==> config.mk <==
export PLATFORM = sky130hd
export DESIGN_NAME = icon_update_ctrl
export DESIGN_NICKNAME = d
export VERILOG_FILES = /design/src/rtl/icon_update_ctrl.sv
export SDC_FILE = /design/constraint.sdc
export NUM_CORES = 1
export LEC_CHECK = 0
export CORE_MARGIN = 2
export CORE_UTILIZATION = 41
export DETAILED_ROUTE_END_ITERATION = 6
export GPL_ROUTABILITY_DRIVEN = 0
export PLACE_DENSITY = 0.78
export SYNTH_ARGS = -nofsm -noshare
export SYNTH_HDL_FRONTEND = slang
export SYNTH_SLANG_ARGS = --single-unit
==> constraint.sdc <==
create_clock -name clk -period 1.9 [get_ports clk]
set_clock_uncertainty 0.2 [all_clocks]
set_input_delay 0.19 -clock clk [delete_from_list [all_inputs] [get_ports clk]]
set_output_delay 0.19 -clock clk [all_outputs]
set_load 0.1 [all_outputs]
==> src/rtl/icon_update_ctrl.sv <==
// Frame-synchronous icon position/orientation update controller. Two requesters feed a
// shadow register through a starvation-guarded fixed-priority arbiter, and the shadow goes live at vblank entry.
module icon_update_ctrl #(
    parameter int V_ACTIVE     = 768,
    parameter int STARVE_LIMIT = 4,
    parameter int LOC_X_INIT   = 64,
    parameter int LOC_Y_INIT   = 64
) (
    input  logic        clk,
    input  logic        reset_n,
    input  logic [11:0] pixel_row,
    input  logic [11:0] pixel_column,
    input  logic        req0_valid,
    input  logic [7:0]  req0_locX,
    input  logic [7:0]  req0_locY,
    input  logic [2:0]  req0_orient,
    output logic        req0_ready,
    input  logic        req1_valid,
    input  logic [7:0]  req1_locX,
    input  logic [7:0]  req1_locY,
    input  logic [2:0]  req1_orient,
    output logic        req1_ready,
    output logic [7:0]  locXReg,
    output logic [7:0]  locYReg,
    output logic [2:0]  orient,
    output logic        commit,
    output logic        pending,
    output logic [7:0]  frame_cnt
);

    // Handshake: a transfer happens when reqN_valid and reqN_ready are both high in the same cycle.
    // Readies are combinational, and at most one is high. Both are low during reset and on the frame_tick cycle.
    typedef enum logic {IDLE = 1'b0, PEND = 1'b1} state_t;

    localparam logic [11:0] V_ROW     = 12'(V_ACTIVE);
    localparam logic [3:0]  STARVE_LV = 4'(STARVE_LIMIT);

    state_t      state, state_next;
    logic        vblank, vblank_q, frame_tick;
    logic        force1, xfer0, xfer1;
    logic [3:0]  starve_cnt;
    logic [18:0] shadow, shadow_next;
    logic        unused_col;

    assign unused_col = ^pixel_column;
    assign vblank     = (pixel_row >= V_ROW);
    assign frame_tick = vblank & ~vblank_q;
    assign force1     = (starve_cnt >= STARVE_LV);
    assign xfer0      = req0_valid & req0_ready;
    assign xfer1      = req1_valid & req1_ready;
    assign pending    = (state == PEND);

    always_comb begin
        req0_ready  = 1'b0;
        req1_ready  = 1'b0;
        state_next  = state;
        shadow_next = shadow;
        // The commit cycle owns the shadow, so no grant is issued on frame_tick.
        if (reset_n && !frame_tick) begin
            if (force1 && req1_valid)
                req1_ready = 1'b1;
            else if (req0_valid)
                req0_ready = 1'b1;
            else if (req1_valid)
                req1_ready = 1'b1;
        end
        if (xfer0) begin
            shadow_next = {req0_locX, req0_locY, req0_orient};
            state_next  = PEND;
        end else if (xfer1) begin
            shadow_next = {req1_locX, req1_locY, req1_orient};
            state_next  = PEND;
        end else if (frame_tick && state == PEND) begin
            state_next = IDLE;
        end
    end

    always_ff @(posedge clk) begin
        if (!reset_n) begin
            state      <= IDLE;
            vblank_q   <= 1'b1;
            starve_cnt <= 4'd0;
            shadow     <= 19'd0;
            locXReg    <= 8'(LOC_X_INIT);
            locYReg    <= 8'(LOC_Y_INIT);
            orient     <= 3'd0;
            commit     <= 1'b0;
            frame_cnt  <= 8'd0;
        end else begin
            state    <= state_next;
            shadow   <= shadow_next;
            vblank_q <= vblank;
            commit   <= 1'b0;
            // Counts only the req0 wins that happened while req1 was actually waiting.
            if (xfer1 || !req1_valid)
                starve_cnt <= 4'd0;
            else if (xfer0 && starve_cnt != 4'd15)
                starve_cnt <= starve_cnt + 4'd1;
            if (frame_tick) begin
                frame_cnt <= frame_cnt + 8'd1;
                if (state == PEND) begin
                    {locXReg, locYReg, orient} <= shadow;
                    commit <= 1'b1;
                end
            end
        end
    end

endmodule
==> metrics.txt, run 1 <==
final instance area=approximately 0.0034 mm^2; Seq cells post-synth=53; DRT Pass-1 Iters=4; R2R Path Start=starve_cnt[2]; WP data arrival=roughly 1.6 ns; Clock transition at path regs=0.09 ns; Skew-Pair Late Insertion Delay=about 0.30 ns; Min-Delay Path Class=reg2reg; Max Cap Viol=0; WL per Instance=between 10 and 15 um; Starting Density=42.72%; Final period util=102.7%; diode count=0; Post-synth top flop=dfxtp_1; initial antenna violation count=0; RSZ-0062 raised after global routing=true; Pleak=approximately 1.4 nW; Avg Vias per Cell=5.141; die area=0.005922 mm^2; final WL=around 5.6 mm; Pins Over Slew Limit=0; Hold WS=between 0.2 and 0.3 ns; clk sinks=between 50 and 60; crit-path max cell delay=0.39 ns; Fin. Hold Viols=0; DP Wirelength=3.981 mm; CP most frequent cell=buf_12; Seq/Total Area, Yosys=between 40 and 50%; syn nets=293; Avg Cell Area, Syn=between 9 and 10 um^2; Yosys top cell area share=48.62%; FFs w/ async S/R, synth=0%; failing checks=negative setup slack; Tmin final=1.952 ns; Peak VDD IR=0.4752 mV; FF/Latch Area=~0.0011 mm^2; drt initial violations=84; crit-path leading delay family=simple AND/OR/NAND/NOR gates; first-pass GRT wire length=9.563 mm; worst slew pin tran=slightly below 0.5 ns; Final Util=65.70%; Clock Tree Buf Depth=2; largest net degree at the start of global routing=29; Post-Syn Instances=about 230; WS Path Type=reg2out; area of the multi-input gates=0.001052 mm^2; nets=387; total power draw=2.139 mW; CTS tree=built; Max FO, Critical Path=2; vias in the first global route=slightly above 2000; IO Port Bufs=76; Yosys Warn Count=0; critical path required time=between 1.5 and 2 ns; Core Rows=26; post-synth cell types=39; Die Wd=roughly 77 um; slowest stage cell, crit path=or3b_4; Post-DRT Antenna Nets=0; CP endpoint kind=output pin; core area=slightly above 0.005 mm^2; Overall Global Routing Usage=about a fifth; # placed instances=about 380; setup tns final=-0.05168 ns; placed inst area=0.003204 mm^2; hold_sp=shadow[7]; CTS Buf Count=5; Crit. Startpoint=starve_cnt[2]; fraction of layout instances using a drive strength above 1=27.81%; post-route setup slack=-0.05168 ns; DRC errors left=0; worst slack, placed=-0.2583 ns; EDFF count, synth=0; Rel. slew slack=67.70%; Top Ports=97; grt total ovfl=0; biggest area consumer among synthesized cells=dfxtp_1; Area contributors post-synth=dfxtp_1 49%, a221o_1 8.7%, nand2_1 7.7%, a21boi_0 6.5%, and3_1 3.2%; via count=approximately 2000; root buf cell=clkbuf_8; Post-Layout Cell Count=390; status=finished, violations left; Die Ht=about 77 um; CTS Hold Buffers Added=0; Pwr per Cell Area=between 600 and 700 mW/mm^2; Critical path buffers and inverters=2; area of the mapped netlist=about 0.0022 mm^2; P&R area growth vs syn=53.78%; setup violators final=1; crit-path cells=or3b_4 -> and4b_2 -> buf_12 -> buf_12; Commonest cells post-synth=53 x dfxtp_1, 45 x nand2_1, 19 x a21boi_0, 19 x a221o_1, 11 x and3_1; Max Freq=between 500 and 600 MHz; CP Launch Type=flip-flop; filler instances=approximately 430; CTS HTree Levels=2; most common cell in the netlist=dfxtp_1
[layout by cell type, fill, tap and decap left out, drive strengths merged]
master | synthesis | layout
buf | 7 | 57
dfxtp | 53 | 53
nand2 | 45 | 45
clkdlybuf4s50 | 0 | 40
and3 | 20 | 20
a221o | 19 | 19
a21boi | 19 | 19
and2 | 9 | 9
clkbuf | 8 | 8
nand3 | 6 | 6
xor2 | 5 | 5
dlygate4sd2 | 0 | 5
nor3 | 3 | 3
nand4 | 2 | 2
xnor2 | 2 | 2
nor4 | 2 | 2
o21ai | 2 | 2
a21o | 2 | 2
ha | 2 | 2
a211oi | 2 | 2
nor2 | 2 | 2
o22ai | 2 | 2
inv | 1 | 1
a211o | 1 | 1
o21a | 1 | 1
or3b | 1 | 1
and4b | 1 | 1
and4 | 1 | 1
nor3b | 1 | 1
nand3b | 1 | 1
a21oi | 1 | 1
nor2b | 1 | 1
a22o | 1 | 1
mux2i | 1 | 1
or3 | 1 | 1
[repair_timing]
| action | CTS | global route |
|---|---|---|
| pin swaps | 3 | 2 |
| setup buffers | 6 | 1 |
| cloned | 1 | 0 |
| resized for setup | 11 | 3 |
| setup endpoints to repair | 2 | 17 |
| endpoints found under the hold margin | 0 | 0 |
[report_power, final]
group	internal [mW]	switching (mW)
Sequential	1.15	0.0243
Clock	0.263	0.343
Combinational	0.191	0.168
Total	1.60	0.535
[registers in the layout, summed over array words and instances, names as in the netlist]
register    cells
commit          1
frame_cnt       8
locXReg         8
locYReg         8
orient          3
pending         1
shadow         19
starve_cnt      4
vblank_q        1
[layout make-up]
| type | count | share of cell area [%] |
|---|---|---|
| Clock buffer | 8 | 2.386 |
| Inverter | 1 | 0.1119 |
| Multi-Input combinational cell | 156 | 31.36 |
| Sequential cell | 53 | 32.10 |
| Tap cell | 70 | 2.610 |
| Timing Repair Buffer | 102 | 31.43 |
[layer usage]
metal | GRT usage, % | vias up | wire (um)
met3 | 6.118 | 10 | 314
li1 | - | 993 | -
met5 | 0 | - | 0
met2 | 33.86 | 68 | 2729
met4 | 6.909 | 0 | 89
met1 | 24.98 | 934 | 2476
[worst register-to-register path: cells and delay by family (launching register included)]
family | cells | cell delay (ns)
AND/OR/NAND/NOR | 2 | 0.64
AO/OA/AOI/OAI | 1 | 0.31
flip-flops | 1 | 0.33
buffers and inverters | 2 | 0.29
[kinds of logic (layout without fill, tap and decap cells)]
family / Yosys count / after routing / share of synthesized area (%)
AO/OA/AOI/OAI: 50 / 50 / 20.53
multiplexers: 1 / 1 / 0.4587
flip-flops: 53 / 53 / 48.62
AND/OR/NAND/NOR: 96 / 96 / 22.76
XOR/XNOR: 7 / 7 / 2.810
buffers and inverters: 16 / 111 / 3.669
adder cells (fa/ha/maj): 2 / 2 / 1.147
[worst paths after layout]
| kind | to | slack (ns) | depth (start not counted) |
|---|---|---|---|
| worst max-delay path | req1_ready | -0.05 | 4 |
| worst min-delay path | locYReg[4] | 0.26 | 2 |
| worst max register to register | shadow[18] | 0.01 | 5 |
| worst min register to register | locYReg[4] | 0.26 | 2 |
No activity file was read; power rests on OpenSTA's default activity.
==> inputs of run 2 (changes only) <==
--- a/config.mk
+++ b/config.mk
@@ -5,7 +5,8 @@
 export SDC_FILE = /design/constraint.sdc
 export NUM_CORES = 1
 export LEC_CHECK = 0
-export CORE_MARGIN = 2
+export CAP_MARGIN = 10
+export CORE_MARGIN = 4
 export CORE_UTILIZATION = 41
 export DETAILED_ROUTE_END_ITERATION = 6
 export GPL_ROUTABILITY_DRIVEN = 0
==> run 2 against run 1 <==
The flow still finishes with violations (negative setup slack). Critical endpoint is now shadow[6]. Die area up 11%. Maximum frequency down 0.86%. Total power up 1.5%. Via count down 2.1%. First-iteration DRC count down 8.3%. Design area up 1.1%. Hold slack better by 0.0024 ns. Combinational power up 1%. Cell count up 0.51%. Flip-flop and latch count unchanged. Non-clock buffer count up 2. Sequential power about the same.
==> metrics.txt, run 2 (synthesis results as in run 1) <==
largest net degree at the start of global routing=32 (+10%); via count=1963 (-2.1%); hold endpoint=orient[0]; CTS Hold Buffers Added=0 (unchanged); Max Freq=508.0 MHz (-0.86%); Skew-Pair Late Insertion Delay=0.31 ns (about the same); CTS tree=built; Min-Delay Path Class=reg2reg; R2R Path Start=starve_cnt[3]; initial antenna violation count=0 (unchanged); hold_sp=orient[0]; Die Wd=80.96 um (+5.2%); grt total ovfl=0 (unchanged); Pwr per Cell Area=639.7 mW/mm^2 (+0.37%); most frequent cells in the layout=45 x nand2_1, 44 x buf_4, 42 x dfxtp_1, 40 x clkdlybuf4s50_1; vias in the first global route=1965 (-3.0%); Clock Tree Buf Depth=2 (unchanged); nets=389 (+0.52%); final WL=5.809 mm (+3.6%); Overall Global Routing Usage=19.08% (-1.3 points); CTS Buf Count=5 (unchanged); switching share of power=25.86% (+0.85 points); CP endpoint kind=flip-flop; status=finished, violations left; Pins Over Slew Limit=0 (unchanged); Clock transition at path regs=0.10 ns (about the same); placed inst area=0.003212 mm^2 (+0.23%); setup violators final=14 (+13); Max Cap Viol=0 (unchanged); CP Launch Type=flip-flop; Clk network pwr share=29.1% (+0.8 points); Post-DRT Antenna Nets=0 (unchanged); core area=0.005140 mm^2 (+0.64%); Rel. slew slack=69.20% (+1.5 points); WP data arrival=1.97 ns (+0.41 ns); R2R setup slack=-0.07 ns (-0.08 ns); Hold WS=0.2658 ns (+0.002364 ns); Fin. Hold Viols=0 (unchanged); Final Util=65.99% (+0.29 points); reg-to-reg endpoint=shadow[6]; die area=0.006554 mm^2 (+11%); DP Wirelength=4.035 mm (+1.4%); hold path cells=2 (unchanged); DRT Pass-1 Iters=4 (unchanged); RSZ-0062 raised after global routing=true; Tmin final=1.969 ns (+0.01685 ns); worst reg-to-reg path cell count=5 (unchanged); root buf cell=clkbuf_8; clk sinks=53 (unchanged); final instance area=0.003392 mm^2 (+1.1%); P_sw=561.1 uW (+4.9%); Peak VDD IR=0.3662 mV (-23%); largest reg by FF count=shadow; DRC errors left=0 (unchanged); Logic pwr share=16.7% (about the same); failing checks=negative setup slack; drt initial violations=77 (-8.3%); first-pass GRT wire length=9.639 mm (+0.79%); post-route setup slack=-0.06853 ns (-0.01685 ns); Core Rows=26 (unchanged); Avg Vias per Cell=5.008 (-2.6%); Pleak=1.453 nW (+1.8%); Final period util=103.6% (+0.89 points); sequential power share=54.2% (-0.7 points); IO Port Bufs=76 (unchanged); Top Ports=97 (unchanged); CTS HTree Levels=2 (unchanged); WS Path Type=reg2reg; WL per Instance=14.82 um (+3.0%); Max FO, Critical Path=10 (+8); worst slew pin tran=0.4620 ns (-0.02243 ns); Pint=1.609 mW (+0.31%); P&R area growth vs syn=55.45%; commonest non-fill, non-tap cell in the layout=nand2_1; diode count=0 (unchanged); Die Ht=80.96 um (+5.2%); critical path required time=1.90 ns (+0.39 ns); fraction of layout instances using a drive strength above 1=29.19% (+1.4 points); Starting Density=42.45% (-0.27 points); setup tns final=-0.6328 ns (-0.5811 ns); max reg flops=19 (unchanged)
==> run 2: worst max-delay path: stages (launching register included) <==
cell and delay [ns]:
dfxtp_2 0.33, or3b_4 0.39, and4b_2 0.25, buf_4 0.14, bufbuf_16 0.26, a221o_1 0.29
==> run 2: layout make-up <==
| type | instances | area, um^2 |
|---|---|---|
| fillers | 423 | 1748 |
| multi-input cells | 156 | 1045 |
| clock inverters | 3 | 22.52 |
| well taps | 70 | 87.58 |
| inverters | 1 | 3.754 |
| repair buffers | 104 | 1087 |
| clock buffers | 5 | 68.82 |
| flip-flops and latches | 53 | 1077 |
==> run 2: routing by layer <==
layer | vias up | wire, um | GRT usage, %
li1 | 1004 | - | -
met4 | 0 | 78 | 5.068
met1 | 896 | 2415 | 23.90
met5 | - | 0 | 0
met2 | 55 | 2974 | 32.76
met3 | 8 | 341 | 4.545
==> run 2: worst max path at each step <==
stage | from | endpoint | slack [ns] | depth (start not counted)
3_3_place_gp | pixel_row[8] | req1_ready | -0.24 | 6
2_1_floorplan | pixel_row[8] | shadow[0] | 0.07 | 4
6_report | starve_cnt[3] | shadow[6] | -0.07 | 5
4_1_cts | starve_cnt[2] | req1_ready | -0.05 | 4
5_1_grt | starve_cnt[3] | req1_ready | -0.09 | 4
3_5_place_dp | pixel_row[8] | req1_ready | -0.28 | 6
==> run 2: metrics by stage <==
stage | instances | power, mW | setup WS (ns)
floorplan | 225 | 1.363 | 0.07118
global placement | 376 | 1.545 | -0.2397
detailed placement | 376 | 1.550 | -0.2825
CTS | 392 | 2.187 | -0.05433
global route | 392 | 2.268 | -0.09242
finish | 392 | 2.170 | -0.06853
==> run 2: repair_timing <==
item | 4_1_cts | 5_1_grt
hold endpoints to repair | 0 | 0
resized for setup | 10 | 1
endpoints found under the setup margin | 2 | 21
gates cloned | 1 | 0
pin swaps | 2 | 1
setup buffers | 7 | 0
==> run 2: power groups by stage <==
stage	registers, mW	logic, mW	clock network, mW
final	1.18	0.363	0.630
after global routing	1.18	0.386	0.701
after CTS	1.18	0.364	0.647
after detailed placement	1.20	0.349	0
after global placement	1.20	0.345	0
after floorplan	1.24	0.123	0
